File: src/rtl/multi_cycle_cpu.sv
// Multi-cycle CPU: IF/ID/EXE/MEM/WB state machine with req/ack instruction and data ports.
// One instruction is in flight at a time. The register file is read from IR in every state
// and written only in WB, so the store data stays stable while a data access is pending.
module multi_cycle_cpu #(
  parameter int          DATA_W   = 32,
  parameter int          REG_AW   = 5,
  parameter logic [31:0] RESET_PC = 32'h0
) (
  input  logic              CLK,
  input  logic              Reset,
  output logic              imem_req,
  output logic [31:0]       imem_addr,
  input  logic              imem_ack,
  input  logic [31:0]       imem_rdata,
  output logic              dmem_req,
  output logic              dmem_we,
  output logic [DATA_W-1:0] dmem_addr,
  output logic [DATA_W-1:0] dmem_wdata,
  input  logic              dmem_ack,
  input  logic [DATA_W-1:0] dmem_rdata,
  output logic [31:0]       currentAddress,
  output logic [2:0]        state,
  output logic              halted
);
  typedef enum logic [2:0] {
    S_IF = 3'b000, S_ID = 3'b001, S_EXE = 3'b010,
    S_MEM = 3'b011, S_WB = 3'b100, S_HALT = 3'b101
  } cpuState_t;

  localparam logic [5:0] OP_ADD = 6'b000000, OP_SUB = 6'b000001, OP_AND = 6'b010001,
                         OP_OR = 6'b010010, OP_ADDIU = 6'b000010, OP_ORI = 6'b010000,
                         OP_SW = 6'b100110, OP_LW = 6'b100111, OP_BEQ = 6'b110000,
                         OP_BNE = 6'b110001, OP_J = 6'b111000, OP_HALT = 6'b111111;
  localparam int NREGS = 1 << REG_AW;

  cpuState_t         curState;
  logic [31:0]       pc, ir;
  logic [DATA_W-1:0] mdr, aluOut, aluResult;
  logic [DATA_W-1:0] regFile [NREGS];

  logic [5:0]        op;
  logic [REG_AW-1:0] rsIdx, rtIdx, rdIdx, wbIdx;
  logic [15:0]       imm;
  logic [DATA_W-1:0] rsVal, rtVal, sextImm, zextImm, wbData;
  logic [31:0]       pcPlus4, brTarget, jTarget;
  logic              isRType, isIAlu, isMem, isBranch, isKnown, taken;

  assign op      = ir[31:26];
  assign rsIdx   = ir[21 +: REG_AW];
  assign rtIdx   = ir[16 +: REG_AW];
  assign rdIdx   = ir[11 +: REG_AW];
  assign imm     = ir[15:0];
  assign rsVal   = (rsIdx == '0) ? '0 : regFile[rsIdx];
  assign rtVal   = (rtIdx == '0) ? '0 : regFile[rtIdx];
  // Size casts: the signed one sign-extends, both are identity when DATA_W is 16.
  assign sextImm = DATA_W'($signed(imm));
  assign zextImm = DATA_W'(imm);

  assign isRType  = (op == OP_ADD) || (op == OP_SUB) || (op == OP_AND) || (op == OP_OR);
  assign isIAlu   = (op == OP_ADDIU) || (op == OP_ORI);
  assign isMem    = (op == OP_SW) || (op == OP_LW);
  assign isBranch = (op == OP_BEQ) || (op == OP_BNE);
  assign isKnown  = isRType || isIAlu || isMem || isBranch;
  assign taken    = (op == OP_BEQ) ? (rsVal == rtVal) : (rsVal != rtVal);

  // PC arithmetic is 32-bit and wraps naturally past 32'hFFFF_FFFC.
  assign pcPlus4  = pc + 32'd4;
  assign brTarget = pcPlus4 + {{14{imm[15]}}, imm, 2'b00};
  assign jTarget  = {pcPlus4[31:28], ir[25:0], 2'b00};

  assign wbIdx  = isRType ? rdIdx : rtIdx;
  assign wbData = (op == OP_LW) ? mdr : aluOut;

  // ALU: loads, stores and addiu all use rs + sext(imm)
  always_comb begin
    aluResult = rsVal + sextImm;
    case (op)
      OP_ADD:  aluResult = rsVal + rtVal;
      OP_SUB:  aluResult = rsVal - rtVal;
      OP_AND:  aluResult = rsVal & rtVal;
      OP_OR:   aluResult = rsVal | rtVal;
      OP_ORI:  aluResult = rsVal | zextImm;
      default: aluResult = rsVal + sextImm;
    endcase
  end

  // Requests are gated by Reset so nothing is issued while reset is held.
  assign imem_req       = (curState == S_IF) & Reset;
  assign imem_addr      = pc;
  assign dmem_req       = (curState == S_MEM) & Reset;
  assign dmem_we        = (op == OP_SW);
  assign dmem_addr      = aluOut;
  assign dmem_wdata     = rtVal;
  assign currentAddress = pc;
  assign state          = curState;
  assign halted         = (curState == S_HALT);

  // Main FSM, PC/IR/MDR/ALU-out registers and register-file write port
  always_ff @(posedge CLK) begin
    if (!Reset) begin
      pc       <= RESET_PC;
      curState <= S_IF;
      ir       <= '0;
      mdr      <= '0;
      aluOut   <= '0;
      for (int i = 0; i < NREGS; i++) regFile[i] <= '0;
    end else begin
      case (curState)
        S_IF: if (imem_ack) begin
          ir       <= imem_rdata;
          curState <= S_ID;
        end
        S_ID: begin
          if (op == OP_J) begin
            pc       <= jTarget;
            curState <= S_IF;
          end else if (op == OP_HALT) begin
            curState <= S_HALT;
          end else if (!isKnown) begin
            pc       <= pcPlus4;
            curState <= S_IF;
          end else begin
            curState <= S_EXE;
          end
        end
        S_EXE: begin
          aluOut <= aluResult;
          if (isBranch) begin
            pc       <= taken ? brTarget : pcPlus4;
            curState <= S_IF;
          end else if (isMem) begin
            curState <= S_MEM;
          end else begin
            curState <= S_WB;
          end
        end
        S_MEM: if (dmem_ack) begin
          if (op == OP_SW) begin
            pc       <= pcPlus4;
            curState <= S_IF;
          end else begin
            mdr      <= dmem_rdata;
            curState <= S_WB;
          end
        end
        S_WB: begin
          if (wbIdx != '0) regFile[wbIdx] <= wbData;
          pc       <= pcPlus4;
          curState <= S_IF;
        end
        S_HALT:  curState <= S_HALT;
        default: curState <= S_IF;
      endcase
    end
  end
endmodule

File: config.mk
export PLATFORM = sky130hd
export DESIGN_NAME = multi_cycle_cpu
export DESIGN_NICKNAME = d
export VERILOG_FILES = /design/src/rtl/multi_cycle_cpu.sv
export SDC_FILE = /design/constraint.sdc
export NUM_CORES = 2
export LEC_CHECK = 0
export CORE_MARGIN = 3
export CORE_UTILIZATION = 40
export CTS_BUF_LIST = sky130_fd_sc_hd__clkbuf_8
export CTS_CLUSTER_SIZE = 20
export DETAILED_ROUTE_END_ITERATION = 10
export GPL_ROUTABILITY_DRIVEN = 0
export PLACE_DENSITY = 0.54
export SLEW_MARGIN = 20
export SYNTH_ARGS = -nofsm -noshare
export SYNTH_HDL_FRONTEND = slang
export SYNTH_SLANG_ARGS = --single-unit
File: constraint.sdc
create_clock -name CLK -period 7.05 [get_ports CLK]
set_input_delay 1.41 -clock CLK [delete_from_list [all_inputs] [get_ports CLK]]
set_output_delay 1.41 -clock CLK [all_outputs]
set_load 0.01 [all_outputs]
==> results.md <==
* Slowest CP cell: dfxtp_4
* Drt first pass iters at 6
* Post-synthesis cell type count at 91
* Drt total wl at 243 mm
* Max Slew Vio Count at 0
* DP Area at 70,000 um2
* Crit path top cell by count: mux4_2
* Starting Density at 40.4%
* Post-route setup slack at 0.716 ns
* Cell Area, Synth at 65,100 um2
* CTS tree: built
* Die width at 409 um
* Core Region at 161,000 um2
* Top cell family by delay on the critical path: simple AND/OR/NAND/NOR gates
* Rel. slew slack at 22.1%
* #FFs+latches synth at 1,163
* Number of flops mapped to enable cells by yosys at 1,024
* Htree depth at 4
* CP Max Fanout at 26
* HPWL Detailed at 151 mm
* Total leakage power at 24.6 nW
* Max-Cap Viols at 0
* Yosys top cell by area: edfxtp_1
* Placed insts at 7,186
* Routed len/inst at 32.2 um
* Count leader, synth: nor2_1
* RSZ-0062 raised after global routing: no
* HP Class: reg2reg
* CTS root buf: clkbuf_8
* Design Power at 18.8 mW
* CP Class: reg2reg
* Final setup TNS at 0 ns
* Ys async rst share at 0%
* Port Buf Inserts at 198
* Vias post-DR at 47,000
* Vias in the first global route at 46,000
* Synth area leaders: edfxtp_1 (47%), mux4_2 (21%), nor2_1 (6.6%), dfxtp_1 (4.3%), ha_1 (2.5%)
* Final cycle utilization of the critical path at 89.8%
* Cell Chain, Critical Path: buf_12 -> buf_4 -> mux4_2 -> mux4_2 -> mux2i_1 -> nor2_1 -> inv_1 -> ha_1 -> nor4_1 -> or3b_4 -> nor4_4 -> xnor2_2 -> nor2_2 -> a22oi_1 -> a311oi_1
* Boundary pin count at 203
* Total grt overflow at 0
* PwrDens at 253 nW/um2
* Fmax achieved at 158 MHz
* Clock skew at 0.0520 ns
* CTS max path bufs at 3
* # hold bufs at CTS at 0
* Antenna violations before repair at 7
* CTS buffer count at 197
* Arr. time, crit path at 7.19 ns
* Post_cts resized at 0
* Non-filler instance count after layout at 7,560
* Clk sinks at 1,163
* Cells after synthesis at 5,092
* Vias per inst at 6.22
* Synth top cells by count: nor2_1 (1,150), edfxtp_1 (1,024), mux4_2 (604)
* Global-route wire length before repair at 342 mm
* Top cell type's share of synthesized area at 47.2%
* # setup viols final at 0
* Avg Inst Size Synth at 12.8 um2
* Total GRT Usage at 28.5%
* Status: finished, final reports clean
* Routed Antenna Nets at 0
* Crit path capture type: flip-flop
* DRC Markers at 0
* Worst-path clk slew at 0.07 ns
* Nets at 5,438
* Share of cells above drive strength 1 at 22.4%
* Max IR drop VDD at 0.160 mV
* Pre-CTS worst setup slack at 0.820 ns
* Setup Buffers After CTS at 0
* Dominant synthesized flop cell: edfxtp_1
* Final instance area at 74,100 um2
* WP buf/inv at 3
* Clk_lat worst skew at 0.95 ns
* Max stage delay on crit path at 0.76 ns
* Die Area at 168,000 um2
* Ys Warns at 0
* Seq/Total Area, Yosys at 51.5%
* Largest net degree at the start of global routing at 77
* Rows at 147
* Initial DRC Count at 6,591
* Area grow syn2layout at 13.8%
* Worst-Margin Slew at 1.14 ns
* Worst endpoint required time at 7.91 ns
* Fillers at 14,500
* Hold Fails Final Rpt at 0
* Minimum clock period at 6.33 ns
* Worst setup SP type: flip-flop
* Chip height at 409 um
[layer usage]
metal / track usage (%) / part of all wire [%] / up-vias
met5: 0 / 0.0053 / -
met4: 10.1 / 3.9 / 2
met3: 6.43 / 10 / 527
met2: 45.6 / 47 / 2815
met1: 38.3 / 39 / 24300
li1: - / - / 19400
[tightest hold or removal path, stage by stage (launching register included)]
cell,delay [ns]
dfxtp_1,0.33
nand2_1,0.06
a21oi_1,0.05
[stage by stage]
step	hold slack (ns)	util, %
finish	0.487	46.0
global route	0.512	46.0
CTS	0.491	45.8
detailed placement	0.483	43.5
global placement	0.474	43.4
floorplan	0.436	-
[cell usage in the layout, fill, tap and decap left out, types with 23 or more instances in the layout]
cell type        count
ha_1               132
a21oi_1            198
edfxtp_1          1024
nor2_1            1147
mux4_2             604
nand2_2             53
buf_4              152
clkinv_2            23
mux2i_1             73
dfxtp_1            130
nor3_1              27
nand2_1            286
nor2b_1             32
xor2_1              36
inv_1              151
clkinv_1            62
conb_1              36
o21ai_0            162
clkbuf_8           209
o211ai_1            29
a31oi_1             33
mux2i_4             32
nand3_1             42
clkdlybuf4s50_1    197
a21o_1              37
nand2b_1            25
xnor2_1             71
[logic make-up after synthesis]
group | Yosys count | share of synthesized area (%)
adders and majority gates | 141 | 2.72
DFF | 1163 | 51.5
other | 1 | 0.00576
xor gates and xnor gates | 110 | 1.50
AOI/OAI and AO/OA | 636 | 6.17
and+or+nand+nor | 1719 | 10.8
muxes | 740 | 23.3
buffers and inverters | 582 | 4.00
[worst paths after layout]
check	slack [ns]	startpoint	cells after the start	endpoint
worst max-delay path	0.72	flip-flop	15	currentAddress[7]$_SDFFE_PN0P_
worst min-delay path	0.49	mdr[13]$_SDFFE_PN0P_	2	mdr[13]$_SDFFE_PN0P_
worst max register to register	0.72	flip-flop	15	currentAddress[7]$_SDFFE_PN0P_
worst min register to register	0.49	mdr[13]$_SDFFE_PN0P_	2	mdr[13]$_SDFFE_PN0P_
[state kept, by name, summed over array words and instances, names as in the netlist, named ones only]
name / count
ir: 32
regFile: 1024
mdr: 32
currentAddress: 30
state: 3
dmem_addr: 32
[power by group]
group	total [mW]	internal [mW]	leakage, nW	switching (mW)
clock	6.05	3.07	2.10	2.98
combinational	4.65	1.93	10.8	2.72
sequential	8.07	7.75	11.7	0.316
total	18.8	12.8	24.6	6.02
[area by class of cell]
class / count / area (um2) / share of cell area, %
inverters: 107 / 409 / 0.552
diodes: 1 / 2.50 / 0.00338
multi-input cells: 3382 / 29700 / 40.1
well taps: 2160 / 2700 / 3.65
flip-flops and latches: 1163 / 33600 / 45.3
repair buffers: 384 / 3880 / 5.24
clock inverters: 154 / 915 / 1.23
clock buffers: 209 / 2880 / 3.88
Power figures use the tool's default switching activity.
